===== config.mk =====
export PLATFORM = sky130hd
export DESIGN_NAME = score_keeper
export DESIGN_NICKNAME = d
export VERILOG_FILES = /design/src/rtl/score_keeper.sv
export SDC_FILE = /design/constraint.sdc
export NUM_CORES = 1
export LEC_CHECK = 0
export BUFFER_PORTS_ARGS = -buffer_cell sky130_fd_sc_hd__clkbuf_2
export CAP_MARGIN = 15
export CORE_UTILIZATION = 56
export DETAILED_ROUTE_END_ITERATION = 12
export GPL_TIMING_DRIVEN = 1
export PLACE_DENSITY = 0.78
export SLEW_MARGIN = 25
export SYNTH_ARGS = -nofsm -noshare
export SYNTH_HDL_FRONTEND = slang
export SYNTH_SLANG_ARGS = --single-unit

===== constraint.sdc =====
create_clock -name clk -period 2.65 [get_ports clk]
set_clock_uncertainty 0.2 [all_clocks]
set_input_delay 0.265 -clock clk [delete_from_list [all_inputs] [get_ports clk]]
set_output_delay 0.265 -clock clk [all_outputs]
set_load 0.01 [all_outputs]

===== src/rtl/score_keeper.sv =====
// score_keeper: match scoring FSM (PLAY/HOLD/OVER) with serve requests and winner display.
// Optional SCORE_KEEPER_AUTO_RESTART_EN: OVER times out after 4*HOLD_FRAMES frames and restarts the match.
module score_keeper #(
  parameter int WIN_SCORE   = 7,
  parameter int HOLD_FRAMES = 60
) (
  input  logic       clk,
  input  logic       reset,
  input  logic       frame_tick,
  input  logic [2:0] winner,
  input  logic       new_game,
  output logic [3:0] score_p1,
  output logic [3:0] score_p2,
  output logic       serve_req,
  output logic       serve_dir,
  output logic       game_over,
  output logic [1:0] champion,
  output logic [2:0] seg_num
);
  localparam logic [1:0] PLAY = 2'd0;
  localparam logic [1:0] HOLD = 2'd1;
  localparam logic [1:0] OVER = 2'd2;
  localparam logic [3:0] WIN = 4'(WIN_SCORE);
  localparam logic [7:0] HOLD_LD = 8'(HOLD_FRAMES);
`ifdef SCORE_KEEPER_AUTO_RESTART_EN
  localparam int AUTO_FR = (4 * HOLD_FRAMES > 255) ? 255 : 4 * HOLD_FRAMES;
  localparam logic [7:0] OVER_LD = 8'(AUTO_FR);
`else
  localparam logic [7:0] OVER_LD = 8'd0;
`endif
  logic [1:0] state_q, state_d;
  logic [3:0] p1_q, p1_d, p2_q, p2_d, p1_nx, p2_nx;
  logic [7:0] cnt_q, cnt_d, cnt_dec;
  logic [1:0] champ_q, champ_d, last_q, last_d;
  logic       pend_q, pend_d, sreq_q, sreq_d, sdir_q, sdir_d;
  logic       fr_q, ng_q;
  logic [2:0] win_q;
  logic       fr_edge, ng_edge, pt, p1_pt, win_pt, restart;
  always_comb begin
    fr_edge = frame_tick & ~fr_q;
    ng_edge = new_game & ~ng_q;
    p1_pt   = winner == 3'd1;
    pt      = (win_q == 3'd0) && (p1_pt || winner == 3'd2);
    p1_nx   = p1_q + 4'd1;
    p2_nx   = p2_q + 4'd1;
    win_pt  = p1_pt ? (p1_nx == WIN) : (p2_nx == WIN);
    cnt_dec = (cnt_q == 8'd0) ? 8'd0 : cnt_q - 8'd1;
`ifdef SCORE_KEEPER_AUTO_RESTART_EN
    restart = ng_edge | (state_q == OVER && fr_edge && cnt_q == 8'd1);
`else
    restart = ng_edge;
`endif
    state_d = state_q;
    p1_d    = p1_q;
    p2_d    = p2_q;
    cnt_d   = cnt_q;
    champ_d = champ_q;
    last_d  = last_q;
    pend_d  = pend_q;
    sreq_d  = 1'b0;
    sdir_d  = sdir_q;
    if (restart) begin
      state_d = PLAY;
      p1_d    = 4'd0;
      p2_d    = 4'd0;
      cnt_d   = 8'd0;
      champ_d = 2'd0;
      last_d  = 2'd0;
      sreq_d  = 1'b1;
      sdir_d  = 1'b0;
    end else if (state_q == PLAY && pt) begin
      p1_d    = p1_pt ? p1_nx : p1_q;
      p2_d    = p1_pt ? p2_q : p2_nx;
      last_d  = p1_pt ? 2'd1 : 2'd2;
      pend_d  = p1_pt;
      state_d = win_pt ? OVER : HOLD;
      champ_d = win_pt ? (p1_pt ? 2'd1 : 2'd2) : 2'd0;
      cnt_d   = win_pt ? OVER_LD : HOLD_LD;
    end else if (state_q == HOLD && fr_edge) begin
      cnt_d   = cnt_dec;
      sreq_d  = cnt_q <= 8'd1;
      sdir_d  = (cnt_q <= 8'd1) ? pend_q : sdir_q;
      state_d = (cnt_q <= 8'd1) ? PLAY : HOLD;
`ifdef SCORE_KEEPER_AUTO_RESTART_EN
    end else if (state_q == OVER && fr_edge) begin
      cnt_d = cnt_dec;
`endif
    end
  end
  always_ff @(posedge clk or negedge reset) begin
    if (!reset) begin
      state_q <= PLAY;
      p1_q    <= 4'd0;
      p2_q    <= 4'd0;
      cnt_q   <= 8'd0;
      champ_q <= 2'd0;
      last_q  <= 2'd0;
      pend_q  <= 1'b0;
      sreq_q  <= 1'b0;
      sdir_q  <= 1'b0;
      fr_q    <= 1'b0;
      ng_q    <= 1'b0;
      win_q   <= 3'd0;
    end else begin
      state_q <= state_d;
      p1_q    <= p1_d;
      p2_q    <= p2_d;
      cnt_q   <= cnt_d;
      champ_q <= champ_d;
      last_q  <= last_d;
      pend_q  <= pend_d;
      sreq_q  <= sreq_d;
      sdir_q  <= sdir_d;
      fr_q    <= frame_tick;
      ng_q    <= new_game;
      win_q   <= winner;
    end
  end
  assign score_p1  = p1_q;
  assign score_p2  = p2_q;
  assign serve_req = sreq_q;
  assign serve_dir = sdir_q;
  assign game_over = state_q == OVER;
  assign champion  = champ_q;
  assign seg_num   = {1'b0, game_over ? champ_q : last_q};
endmodule


### After elaboration in Yosys (flattened, before gate mapping)

Cells that the tools add are included.

| operators by class | value |
|---|---|
| add/sub/neg operators | 3 |
| order comparisons | 1 |
| equal/unequal tests | 8 |
| multiplexer cells | 31 |
| bitwise logic cells | 5 |
| reduce and logical (&&, ||, !) cells | 16 |

Operators with widths:

| cell | count |
|---|---|
| $mux W8 | 4 |
| $mux W4 | 6 |
| $mux W2 | 11 |
| $mux W1 | 9 |
| $add A4 B1 Y4 const B | 2 |
| $eq A4 B3 Y1 const B | 2 |
| $le A8 B1 Y1 const B | 1 |
| $logic_not A8 Y1 | 1 |
| $reduce_bool A2 Y1 | 4 |
| $sub A8 B1 Y8 const B | 1 |
| $mux W6 | 1 |
| $reduce_and A2 Y1 | 3 |
| $ne A2 B2 Y1 const B | 2 |
| $eq A3 B1 Y1 const B | 1 |
| $eq A3 B2 Y1 const B | 1 |
| $logic_and A1 B1 Y1 | 3 |
| $logic_not A3 Y1 | 1 |
| $not A1 Y1 | 3 |
| $reduce_and A3 Y1 | 1 |
| $reduce_bool A3 Y1 | 1 |
| $and A1 B1 Y1 | 2 |
| $eq A2 B1 Y1 const B | 1 |
| $eq A2 B2 Y1 const B | 1 |
| $logic_not A2 Y1 | 1 |
| $logic_or A1 B1 Y1 | 1 |

| word-level totals | value |
|---|---|
| register bits after elaboration | 30 |
| bits of input ports | 7 |
| word-level logic and storage cells | 76 |

### Depth between registers and ports, before layout

| depth | value |
|---|---|
| word-level depth | 6 |
| depth in mapped cells | 6 |

### Worst setup path after synthesis

Ideal clock, no wire load.

| path | value |
|---|---|
| kind | reg2reg |
| start | register cnt_q[5] |
| end | register state_q[0] |
| setup time | 0.132 ns |
| arrival time | 1.646 ns |
| required time | 2.318 ns |
| setup slack | 0.672 ns |
| cell stages (with the launch flop) | 5 |
| path buffers | 0 |
| cell sequence | dfrtp_1 > or4_4 > or4_4 > a32oi_1 > nor2_1 |

| on the way | value |
|---|---|
| word-level cells in the longest chain between the ends | 5 |

RTL lines:

| what | RTL line | source |
|---|---|---|
| start: declaration | 33 | `logic [7:0] cnt_q, cnt_d, cnt_dec;` |
| start signal: assignment | 108 | `cnt_q <= cnt_d;` |
| $le A8 B1 Y1 | 83 | `state_d = (cnt_q <= 8'd1) ? PLAY : HOLD;` |
| $mux W1 | 83 |  |
| $mux W2 | 79 | `end else if (state_q == HOLD && fr_edge) begin` |
| $mux W2 | 71 | `end else if (state_q == PLAY && pt) begin` |
| $mux W2 | 62 | `if (restart) begin` |
| end signal: assignment | 105 | `state_q <= state_d;` |
| end: declaration | 31 | `logic [1:0] state_q, state_d;` |

No other way between the ends. The select of a mux whose other input is x is not followed.
A chain may end at the register's enable or synchronous reset.

### Worst setup path after layout

| path | value |
|---|---|
| start | register cnt_q[0] |
| end | register cnt_q[4] |

| on the way | value |
|---|---|
| word-level cells in the longest chain between the ends | 5 |
| elaborated cells between the ends (all ways) | 6 |
| those cells by class | add/sub: 1; mux: 4; reduce/logical: 1 |

RTL lines:

| what | RTL line | source |
|---|---|---|
| $sub A8 B1 Y8 / $logic_not A8 Y1 (equally long branches) | 47 | `cnt_dec = (cnt_q == 8'd0) ? 8'd0 : cnt_q - 8'd1;` |
| $mux W8 * | 47 |  |
| $mux W8 * | 79 |  |
| $mux W8 * | 71 |  |
| $mux W8 * | 62 |  |

Every way passes the cells marked *; elsewhere a longest branch is shown, timed or not. The select of a mux whose other input is x is not followed.

==> summary.txt <==
Synth
  • Largest area contributor in the netlist: dfrtp_1
  • Syn. warnings: 0
  • Post-Synthesis Cells: between 150 and 200
  • Top_reg_cell synth: dfrtp_1
  • Flip-flop and latch count after synthesis: 30
  • Most common cell in the netlist: dfrtp_1
  • Syn_area_per_cell: between 9 and 10 µm²
  • Post-synth ARST share: 100.0%
  • Post-synth EDFFs: 0
  • Commonest cells post-synth: dfrtp_1 (30), nor2_1 (17), a21oi_1 (16)
  • Sequential area share after synthesis: between 40% and 50%
  • Syn nets: roughly 170
  • Mapped Area: roughly 0.0016 mm²
  • Post-synth cell types: 48
  • Synth area leaders: dfrtp_1 (48%), a21oi_1 (5.1%), nor2_1 (4.0%)
  • Synth top area share: between 40 and 50%

Drt
  • Post-DR vias/cell: around 6
  • Initial DRC Count: 28
  • Drt drc: 0
  • Post-route ant nets: 0
  • Drt pass-1 iters: 4
  • Routed wire per std cell: around 16 µm
  • Final WL: approximately 3.4 mm
  • Vias: about 1300

Die
  • Die extent in x: between 50 and 60 µm
  • CORE AREA: roughly 0.0026 mm²
  • # rows: 18
  • Die H: 55.10 µm
  • # IOs: 23
  • Starting Density: about three fifths
  • Die area: between 0.003 and 0.004 mm²

Placed design
  • Place WS: slightly below 500 ps
  • GPL Wtd Cong: between 0.9 and 1
  • DP Wirelength: around 2.4 mm
  • Placed insts: 206
  • Port Buf Inserts: 21

STA
  • Actual transition at the worst max-transition pin: 754.8 ps
  • Final WS setup: around 420 ps
  • Sum Neg Setup Slack: 0 ps
  • Max-slew violations: 0
  • Slew Limit Headroom: between 40% and 50%
  • Fmax: roughly 450 MHz
  • Final Hold Vio Count: 0
  • Min Tclk post-route: 2234 ps
  • Final Cycle Share: a little over four fifths
  • RSZ-0062 raised after global routing: false
  • Final setup fails: 0

Clocking
  • Maximum root-to-sink buffer count: 2
  • Worst-skew pair later-pin latency: ~340 ps
  • Num Clock Sinks: 30
  • Root buf cell: clkbuf_4
  • CTS tree: yes
  • Setup bufs post-CTS: 0
  • CTS H-Tree Depth: 2
  • Num CTS Buffers: 5
  • Clock slew at reported path FFs: 90 ps

Worst setup path
  • Critical-path top delay cell: nor3b_1
  • Crit. End Element: register
  • Setup Crit Path Kind: register to register
  • Cells along the critical path: inv_1, ha_1, nor3b_1, a22oi_1, o2111a_1, a211o_1
  • Critical Path RT: 2680 ps
  • Worst path max stage delay: roughly 550 ps
  • Critical path launch point type: register
  • Maximum fanout along the worst path: 6
  • Critical Path AT: approximately 2300 ps

Layout
  • Area Overhead vs Synth: 16.88%
  • Layout cell share with drive strength beyond 1: a little under a quarter
  • Fillers: 205
  • Final #Nets: approximately 200
  • # diodes: 0
  • Non-Filler Instances: 220
  • Core Util, Final: 71.88%

Global routing
  • First-pass GRT wire length: between 5 and 6 mm
  • Vias in the first global route: 1252
  • Overflow after GRT: 0
  • Initial antenna violation count: 0
  • Total global-route track usage: between 20% and 30%
  • Pin count of the biggest net entering global routing: 31

Power
  • Power density over the cells: approximately 540 mW/mm²
  • Maximum VDD drop: around 0.40 mV
  • LEAKAGE: about 0.87 nW

Status
  • Status: finished, final reports clean

Worst hold path
  • Hold Crit Class: register to register

Run
  • Max_cap viols: 0
## metal layers
layer	global-route usage (%)	up-vias	part of all wire (%)
met3	7.104	7	3.9
met5	0	-	0
met1	31.65	642	45
li1	-	639	-
met2	46.79	38	50
met4	11.67	0	1.9
## worst paths after layout
kind	startpoint	to	slack, ps	depth (start not counted)
worst max register to register	cnt_q[0]	cnt_q[4]	420	6
max in group asynchronous	reset	cnt_q[7]	1440	2
min in group asynchronous	reset	ng_q	330	2
worst min register to register	pend_q	pend_q	320	2
worst min-delay path	pend_q	pend_q	320	2
worst max-delay path	cnt_q[0]	cnt_q[4]	420	6
## final cells by class
| cell class | instances | area (µm²) | share of cell area [%] |
|---|---|---|---|
| Timing Repair Buffer | 30 | 187.7 | 10.17 |
| Tap cell | 30 | 37.54 | 2.034 |
| Sequential cell | 30 | 750.7 | 40.68 |
| Multi-Input combinational cell | 118 | 775.7 | 42.03 |
| Clock buffer | 8 | 78.83 | 4.271 |
| Inverter | 4 | 15.01 | 0.8136 |
## cell usage in the layout, fill, tap and decap left out, types with 2 or more instances in the layout
cell type,count
xor2_1,4
inv_1,4
a21oi_1,16
nand4_1,3
nor3b_1,2
o31ai_1,2
nor3_1,2
nor2_1,17
mux2_2,2
buf_4,3
or4_4,2
o21ai_0,6
dlygate4sd3_1,6
clkbuf_8,3
clkbuf_2,21
dfrtp_1,30
or3_1,3
mux2i_1,5
and2_1,2
nor2b_1,2
nand2_1,10
a211oi_1,3
or2_2,2
clkbuf_4,5
ha_1,5
nand3_1,6
nor4_1,2
## state kept, by name, summed over array words and instances (netlist names)
register and count:
ng_q 1, champion 2, serve_req 1, serve_dir 1, score_p1 4, state_q 2
cnt_q 8, last_q 2, score_p2 4, win_q 3, pend_q 1, fr_q 1
## worst max-delay path, delay by kind of cell (launching register included)
kind | cells | cell delay, ps
compound gates | 3 | 630
fa+ha+maj | 1 | 200
buf+inv | 1 | 110
flops | 1 | 440
simple gates | 1 | 550
## power by group
part | switching, mW | internal, mW | leakage (nW) | total (mW)
logic | 0.0840 | 0.0755 | 0.421 | 0.159
registers | 0.0232 | 0.479 | 0.403 | 0.502
clock network | 0.162 | 0.181 | 0.0446 | 0.343
## metrics by stage
stage	total power [mW]	hold slack [ps]	area, µm²
2_1_floorplan	0.6088	-230.6	1579
3_3_place_gp	0.6562	150.7	1707
3_5_place_dp	0.6614	167.8	1707
4_1_cts	1.009	319.4	1846
5_1_grt	1.048	355.8	1846
6_report	1.005	315.7	1846
## timing repair
action | CTS | global route
hold buffers | 6 | 0
gates resized for setup | 0 | 0
endpoints found under the hold margin | 35 | 0
## kinds of logic (layout without fill, tap and decap cells)
| family | count (synthesis) | after routing | synth area share [%] |
|---|---|---|---|
| mux | 7 | 7 | 4.596 |
| xor+xnor | 5 | 5 | 2.773 |
| simple gates | 64 | 64 | 23.14 |
| flops | 30 | 30 | 47.54 |
| compound gates | 36 | 36 | 14.42 |
| other cells | 1 | 1 | 0.2375 |
| buf+inv | 11 | 42 | 3.327 |
| fa+ha+maj | 5 | 5 | 3.962 |
No activity file was read; power rests on OpenSTA's default activity.
